`config.mk`:
```
export PLATFORM = sky130hd
export DESIGN_NAME = bus_master_arb
export DESIGN_NICKNAME = d
export VERILOG_FILES = /design/src/rtl/bus_master_arb.sv
export SDC_FILE = /design/constraint.sdc
export NUM_CORES = 1
export LEC_CHECK = 0
export CORE_AREA = 2 2 99 101
export DETAILED_ROUTE_END_ITERATION = 16
export DIE_AREA = 0 0 101 103
export SYNTH_ARGS = -nofsm -noshare
export SYNTH_HDL_FRONTEND = slang
export SYNTH_SLANG_ARGS = --single-unit
```
`constraint.sdc`:
```
create_clock -name clk -period 3.25 [get_ports clk]
set_input_delay 0.8125 -clock clk [delete_from_list [all_inputs] [get_ports clk]]
set_output_delay 0.8125 -clock clk [all_outputs]
set_load 0.05 [all_outputs]
```
`src/rtl/bus_master_arb.sv`:
```
// Two-master bus front end: arbitrates M0 (default owner) against M1 (DMA),
// muxes the granted master onto the slave bus and returns registered-select read data.
module bus_master_arb #(
    parameter int ADDR_W   = 16,
    parameter int DATA_W   = 32,
    parameter int MAX_HOLD = 16,
    parameter int CNT_W    = 8
) (
    input  logic              clk,
    input  logic              reset_n,
    input  logic              m0_req,
    input  logic              m0_wr,
    input  logic [ADDR_W-1:0] m0_addr,
    input  logic [DATA_W-1:0] m0_dout,
    input  logic              m1_req,
    input  logic              m1_wr,
    input  logic [ADDR_W-1:0] m1_addr,
    input  logic [DATA_W-1:0] m1_dout,
    input  logic              s0_sel,
    input  logic              s1_sel,
    input  logic [DATA_W-1:0] s0_dout,
    input  logic [DATA_W-1:0] s1_dout,
    output logic              m0_grant,
    output logic              m1_grant,
    output logic [ADDR_W-1:0] s_addr,
    output logic              s_wr,
    output logic [DATA_W-1:0] s_din,
    output logic [DATA_W-1:0] m_din
);

    typedef enum logic {
        M0_GRANT = 1'b0,
        M1_GRANT = 1'b1
    } state_t;

    // MAX_HOLD of zero turns preemption off entirely; the counter then never moves.
    localparam bit               PREEMPT_EN = (MAX_HOLD != 0);
    localparam logic [CNT_W-1:0] HOLD_LAST  = PREEMPT_EN ? CNT_W'(MAX_HOLD - 1) : '0;

    state_t             state, state_nxt;
    logic [CNT_W-1:0]   hold_cnt, hold_cnt_nxt;
    logic [1:0]         sel_q;

    // NOTE: every signal is given a default before the case so no path leaves it
    // unassigned; otherwise synthesis infers a latch.
    always_comb begin
        state_nxt    = state;
        hold_cnt_nxt = hold_cnt;
        case (state)
            M0_GRANT: begin
                if (!m0_req && m1_req) begin
                    state_nxt    = M1_GRANT;
                    hold_cnt_nxt = '0;
                end
            end
            M1_GRANT: begin
                if (!m1_req) begin
                    state_nxt = M0_GRANT;
                end else if (PREEMPT_EN && m0_req) begin
                    if (hold_cnt == HOLD_LAST) begin
                        state_nxt = M0_GRANT;
                    end else begin
                        hold_cnt_nxt = hold_cnt + CNT_W'(1);
                    end
                end
            end
            default: state_nxt = M0_GRANT;
        endcase
    end

    // NOTE: reset is sampled on the clock edge here, not asynchronously, so it sits
    // inside the edge-triggered block as an ordinary first branch.
    // NOTE: state registers use non-blocking assignments so every flop samples
    // pre-edge values regardless of statement order.
    always_ff @(posedge clk) begin
        if (!reset_n) begin
            state    <= M0_GRANT;
            hold_cnt <= '0;
            sel_q    <= 2'b00;
        end else begin
            state    <= state_nxt;
            hold_cnt <= hold_cnt_nxt;
            sel_q    <= {s0_sel, s1_sel};
        end
    end

    assign m0_grant = (state == M0_GRANT);
    assign m1_grant = (state == M1_GRANT);

    // The non-granted master's strobe is masked so it can never write the bus.
    always_comb begin
        if (state == M1_GRANT) begin
            s_addr = m1_addr;
            s_din  = m1_dout;
            s_wr   = m1_wr && m1_req;
        end else begin
            s_addr = m0_addr;
            s_din  = m0_dout;
            s_wr   = m0_wr && m0_req;
        end
    end

    // Selects were registered alongside the address, matching the slaves' one-cycle read.
    always_comb begin
        case (sel_q)
            2'b10:   m_din = s0_dout;
            2'b01:   m_din = s1_dout;
            default: m_din = '0;
        endcase
    end

endmodule
```
# ---- After elaboration in Yosys (flattened, before gate mapping)
# Cells that the tools add are included.
dict set report word_totals {
  word_cells 31
  ff_bits 11
}
dict set report classes {
  n_mux 14
  n_eq_ne 7
  add_sub_neg 1
  bitwise_logic 1
  reduce_logical 5
}
# operator n
set ops {}
lappend ops {{$pmux W32 S2} 1}
lappend ops {{$mux W32} 1}
lappend ops {{$mux W8} 4}
lappend ops {{$mux W16} 1}
lappend ops {{$pmux W8 S2} 1}
lappend ops {{$add A8 B1 Y8 const B} 1}
lappend ops {{$eq A8 B4 Y1 const B} 1}
lappend ops {{$ne A2 B2 Y1 const B} 3}
lappend ops {{$mux W1} 5}
lappend ops {{$reduce_and A4 Y1} 1}
lappend ops {{$logic_and A1 B1 Y1} 3}
lappend ops {{$eq A2 B1 Y1 const B} 1}
lappend ops {{$eq A2 B2 Y1 const B} 1}
lappend ops {{$ne A2 B1 Y1 const B} 1}
lappend ops {{$pmux W1 S2} 1}
lappend ops {{$logic_not A1 Y1} 1}
lappend ops {{$not A1 Y1} 1}

# ---- Depth between registers and ports, before layout
# Gate-level depths: netlist of the first run.
dict set report depth {
  ltp_word 5
  ltp_mapped 6
  ltp_nobuf 5
}

# ---- Worst setup path before layout of the first run
# No wires, ideal clock.
dict set report synth_timing {
  path_type {register to output}
  from {reg state (netlist: m1_grant)}
  to {out s_wr}
  path_stages_with_launch 5
  t_required_ps 2438
  slack_ps 615
  arrival_ps 1822
  path_buffers 2
  cell_sequence {dfxtp_1 clkbuf_1 clkbuf_1 nand3_1 o21ai_1}
}
dict set report synth_via {
  elab_chain_cells 1
}
# item line_no
set synth_rtl {}
lappend synth_rtl {{start, declared} 40} ;# state_t state, state_nxt;
lappend synth_rtl {{start signal, assigned} 81} ;# state <= state_nxt;
lappend synth_rtl {{$mux W1} 92} ;# if (state == M1_GRANT) begin
lappend synth_rtl {{end, declared} 26} ;# output logic s_wr,
# Every way passes these cells.

# ---- Worst setup path in the final report of the first run
dict set report layout_timing {
  from {in m1_addr[1]}
  to {out s_addr[1]}
}
dict set report layout_via {
  elab_chain_cells 1
}
# item line_no
set layout_rtl {}
lappend layout_rtl {{start, declared} 17} ;# input logic [ADDR_W-1:0] m1_addr,
lappend layout_rtl {{$mux W16} 92}
lappend layout_rtl {{end, declared} 25} ;# output logic [ADDR_W-1:0] s_addr,
# Every way passes these cells.

==> impl_metrics.csv, run 1 <==
group,metric,value,unit
finish,num-nets-final,615,
detailed_routing,vias_per_cell,4.58,
finish,multi_input_comb_area,0.00127,sq mm
placement,dp_hpwl,7.35,mm
global_route,grt_antenna_before_repair,0,
synth,synth_seq_cells,11,
clock_network,h-tree-depth,1,
setup_path,setup.reg_to_reg.worst_slack,1080,ps
floorplan,fp-row-count,36,
power,leakage_power,1.63,nW
synth,synth_cell_type_count,31,
outcome,run_status,"finished, final reports clean",
clock_network,cts_post_setup_buffers_inserted,0,
setup_path,criticalPathCategory,"in -> out",
timing,post_route_setup_tns,0,ps
detailed_routing,antenna_violating_nets_post_route,0,
finish,layout_common_cells,"sky130_fd_sc_hd__clkdlybuf4s50_1, sky130_fd_sc_hd__buf_4, sky130_fd_sc_hd__mux2_1",
clock_network,cts_hold_repair.buffers,0,
power,powerDensity,230,mW/mm^2
finish,ant_cells,0,
setup_path,critical-path-top-delay-family,"buffers and inverters",
synth,synth_area,0.00159,sq mm
floorplan,die_x,101,um
setup_path,worst-endpoint-arrival,2210,ps
power,ir_worst_vdd,0.000127,V
floorplan,die_area,0.0104,sq mm
synth,post_synth.cell_area_avg,7.78,sq um
clock_network,sink_count,11,
timing,finalSetupViolCount,0,
floorplan,core,0.00946,sq mm
finish,mostFrequentLayoutCell,"sky130_fd_sc_hd__clkdlybuf4s50_1",
global_route,grt_util_all_layers,14.6,%
floorplan,ios,251,
synth,synthCells,204,
setup_path,worst_setup_path_start_kind,"primary input",
finish,fillerInstances,938,
detailed_routing,wl_per_cell,15.3,um
setup_path,type_of_element_capturing_the_critical_path,"primary output",
timing,timing.final.crit_period,3020,ps
timing,rsz0062_at_grt,"no",
global_route,first_global_vias,2369,
finish,sequential_cell_area,221,sq um
placement,place.detailed.instances,553,
finish,layout-drive-gt1-share,17.4,%
setup_path,critical_path.n_buffers_inverters,2,
timing,final.hold.worst_slack,500,ps
global_route,grt_max_degree,33,
clock_network,cts_resized,0,
timing,min_period_over_period,93.1,%
setup_path,required_time_of_the_critical_path,2440,ps
timing,max_slew.worst_pin.slew,515,ps
hold_path,holdCritPathClass,"reg -> reg",
timing,final_hold_violation_count,0,
clock_network,root_buffer,"sky130_fd_sc_hd__clkbuf_8",
synth,yosys_warnings,0,
detailed_routing,wirelength,8.50,mm
synth,sequential_fraction_of_the_synthesis_area,13.9,%
timing,slew_viols_final,0,
floorplan,die_height,103,um
placement,port_buffers,250,
detailed_routing,first_pass_iters,4,
setup_path,timing.critical_path.fanout_max,1,
floorplan,starting_utilization_of_the_core_area,16.8,%
timing,final.setup_skew,7.71,ps
timing,max-slew-margin-rel,65.6,%
finish,areaGrowthSynthToFinish,163,%
clock_network,largest_buffer_count_on_any_clock_path,2,
clock_network,clkSlewWorstSetupHoldPaths,50,ps
setup_path,critPathMostFrequentCell,"sky130_fd_sc_hd__clkdlybuf4s50_1",
finish,layoutNonFillerInstCount,557,
setup_path,worst_path_largest_cell_delay,710,ps
setup_path,ordered_cell_list_for_the_critical_path,"clkdlybuf4s50_1, mux2_1, clkdlybuf4s50_1",
detailed_routing,initialDrtViolationCount,100,
clock_network,clock_insertion_delay_worst_skew,240,ps
detailed_routing,remaining_drc_errors,0,
placement,gp_routability_congestion,0.749,
global_route,globalRouteOverflowTotal,0,
detailed_routing,via_count,2553,
clock_network,tritoncts,"built",
synth,syn_nets,375,
global_route,wire_length_of_the_first_global_routing_pass,12.0,mm
setup_path,slowest_stage_cell_cp,"sky130_fd_sc_hd__clkdlybuf4s50_1",
timing,upper_clock_frequency_limit,0.331,GHz
clock_network,cts_buffers,3,
job,cap_viol_max_count,0,
==> logic make-up (layout without fill, tap and decap cells) <==
logic type / count (synthesis) / count (layout) / share of synthesized area [%]
compound gates: 55 / 55 / 25.5
buf+inv: 26 / 265 / 6.38
fa+ha+maj: 3 / 3 / 2.36
mux: 49 / 49 / 34.7
simple gates: 60 / 60 / 17.3
flops: 11 / 11 / 13.9
==> through the flow <==
stage | worst slack, ps | utilization, % | instance area [sq um] | total power, W
final | 226 | 44.2 | 4180 | 0.000964
after global routing | 185 | 44.2 | 4180 | 0.00101
after CTS | 212 | 44.2 | 4180 | 0.000978
after detailed placement | 219 | 43.7 | 4140 | 0.000837
after global placement | 227 | 43.7 | 4140 | 0.000833
after floorplan | 615 | - | 1590 | 0.000485
==> synthesized netlist by cell type <==
master	instances	area share, %
sky130_fd_sc_hd__a21oi_1	5	1.6
sky130_fd_sc_hd__a22oi_1	32	15
sky130_fd_sc_hd__a31oi_1	2	0.79
sky130_fd_sc_hd__a41oi_1	1	0.55
sky130_fd_sc_hd__and2_1	2	0.79
sky130_fd_sc_hd__and4_1	1	0.55
sky130_fd_sc_hd__buf_2	3	0.95
sky130_fd_sc_hd__clkbuf_1	17	4.0
sky130_fd_sc_hd__dfxtp_1	11	14
sky130_fd_sc_hd__ha_1	3	2.4
sky130_fd_sc_hd__inv_1	6	1.4
sky130_fd_sc_hd__mux2_1	48	34
sky130_fd_sc_hd__mux2i_1	1	0.63
sky130_fd_sc_hd__nand2_1	10	2.4
sky130_fd_sc_hd__nand2b_1	2	0.79
sky130_fd_sc_hd__nand3_1	4	1.3
sky130_fd_sc_hd__nand4_1	3	1.2
sky130_fd_sc_hd__nand4b_1	1	0.55
sky130_fd_sc_hd__nor2_1	33	7.8
sky130_fd_sc_hd__nor2b_1	1	0.39
sky130_fd_sc_hd__nor3b_1	1	0.47
sky130_fd_sc_hd__o2111ai_2	1	0.95
sky130_fd_sc_hd__o211ai_1	3	1.4
sky130_fd_sc_hd__o21a_1	2	0.95
sky130_fd_sc_hd__o21ai_0	1	0.31
sky130_fd_sc_hd__o21ai_1	2	0.63
sky130_fd_sc_hd__o31a_1	1	0.55
sky130_fd_sc_hd__o31ai_1	2	0.95
sky130_fd_sc_hd__o32ai_1	3	1.7
sky130_fd_sc_hd__or4_1	1	0.47
sky130_fd_sc_hd__or4b_1	1	0.63
==> state kept, by name, summed over array words and instances (netlist names) <==
name      cells
hold_cnt      8
m1_grant      1
sel_q         2
==> worst register-to-register path, stage by stage (launching register included) <==
cell                        delay, ps
sky130_fd_sc_hd__dfxtp_2          650
sky130_fd_sc_hd__buf_4            370
sky130_fd_sc_hd__or4b_1           500
sky130_fd_sc_hd__o2111ai_2        330
sky130_fd_sc_hd__o211ai_1         150
sky130_fd_sc_hd__o31ai_1           90
==> per-layer routing <==
layer  up-vias  wire length [um]  track usage, %
li1       1241                 -               -
met1      1148              2760            13.7
met2       162              4510            29.8
met3         2              1220            6.85
met4         0                11            1.25
met5         -                 0               0
==> path summary, 6_finish.rpt <==
kind,cells past startpoint,to,start
max reg2reg,5,hold_cnt[7],m1_grant
max,3,s_addr[1],m1_addr[1]
min,1,hold_cnt[7],hold_cnt[7]
min reg2reg,1,hold_cnt[7],hold_cnt[7]
==> final cells by class <==
type / instances / share of cell area [%]
Tap cell: 114 / 3.41
Multi-Input combinational cell: 167 / 30.3
Timing Repair Buffer: 255 / 59.4
Inverter: 6 / 0.538
Sequential cell: 11 / 5.29
Clock buffer: 4 / 1.08
==> report_power, final <==
part | total [W] | leakage, nW | switching [W] | internal [W]
registers | 0.000143 | 0.0897 | 0.00000555 | 0.000137
clock network | 0.000136 | 0.0228 | 0.0000498 | 0.0000860
logic | 0.000685 | 1.51 | 0.000359 | 0.000326
total | 0.000964 | 1.63 | 0.000414 | 0.000550
No activity file was read; power rests on OpenSTA's default activity.
==> run 2, diff against run 1 <==
Settings changed: CTS_CLUSTER_DIAMETER from default to 50, HOLD_SLACK_MARGIN from default to 0.03.
==> results of run 2 <==
The final DEF is identical to that of run 1; final timing and power are the same.
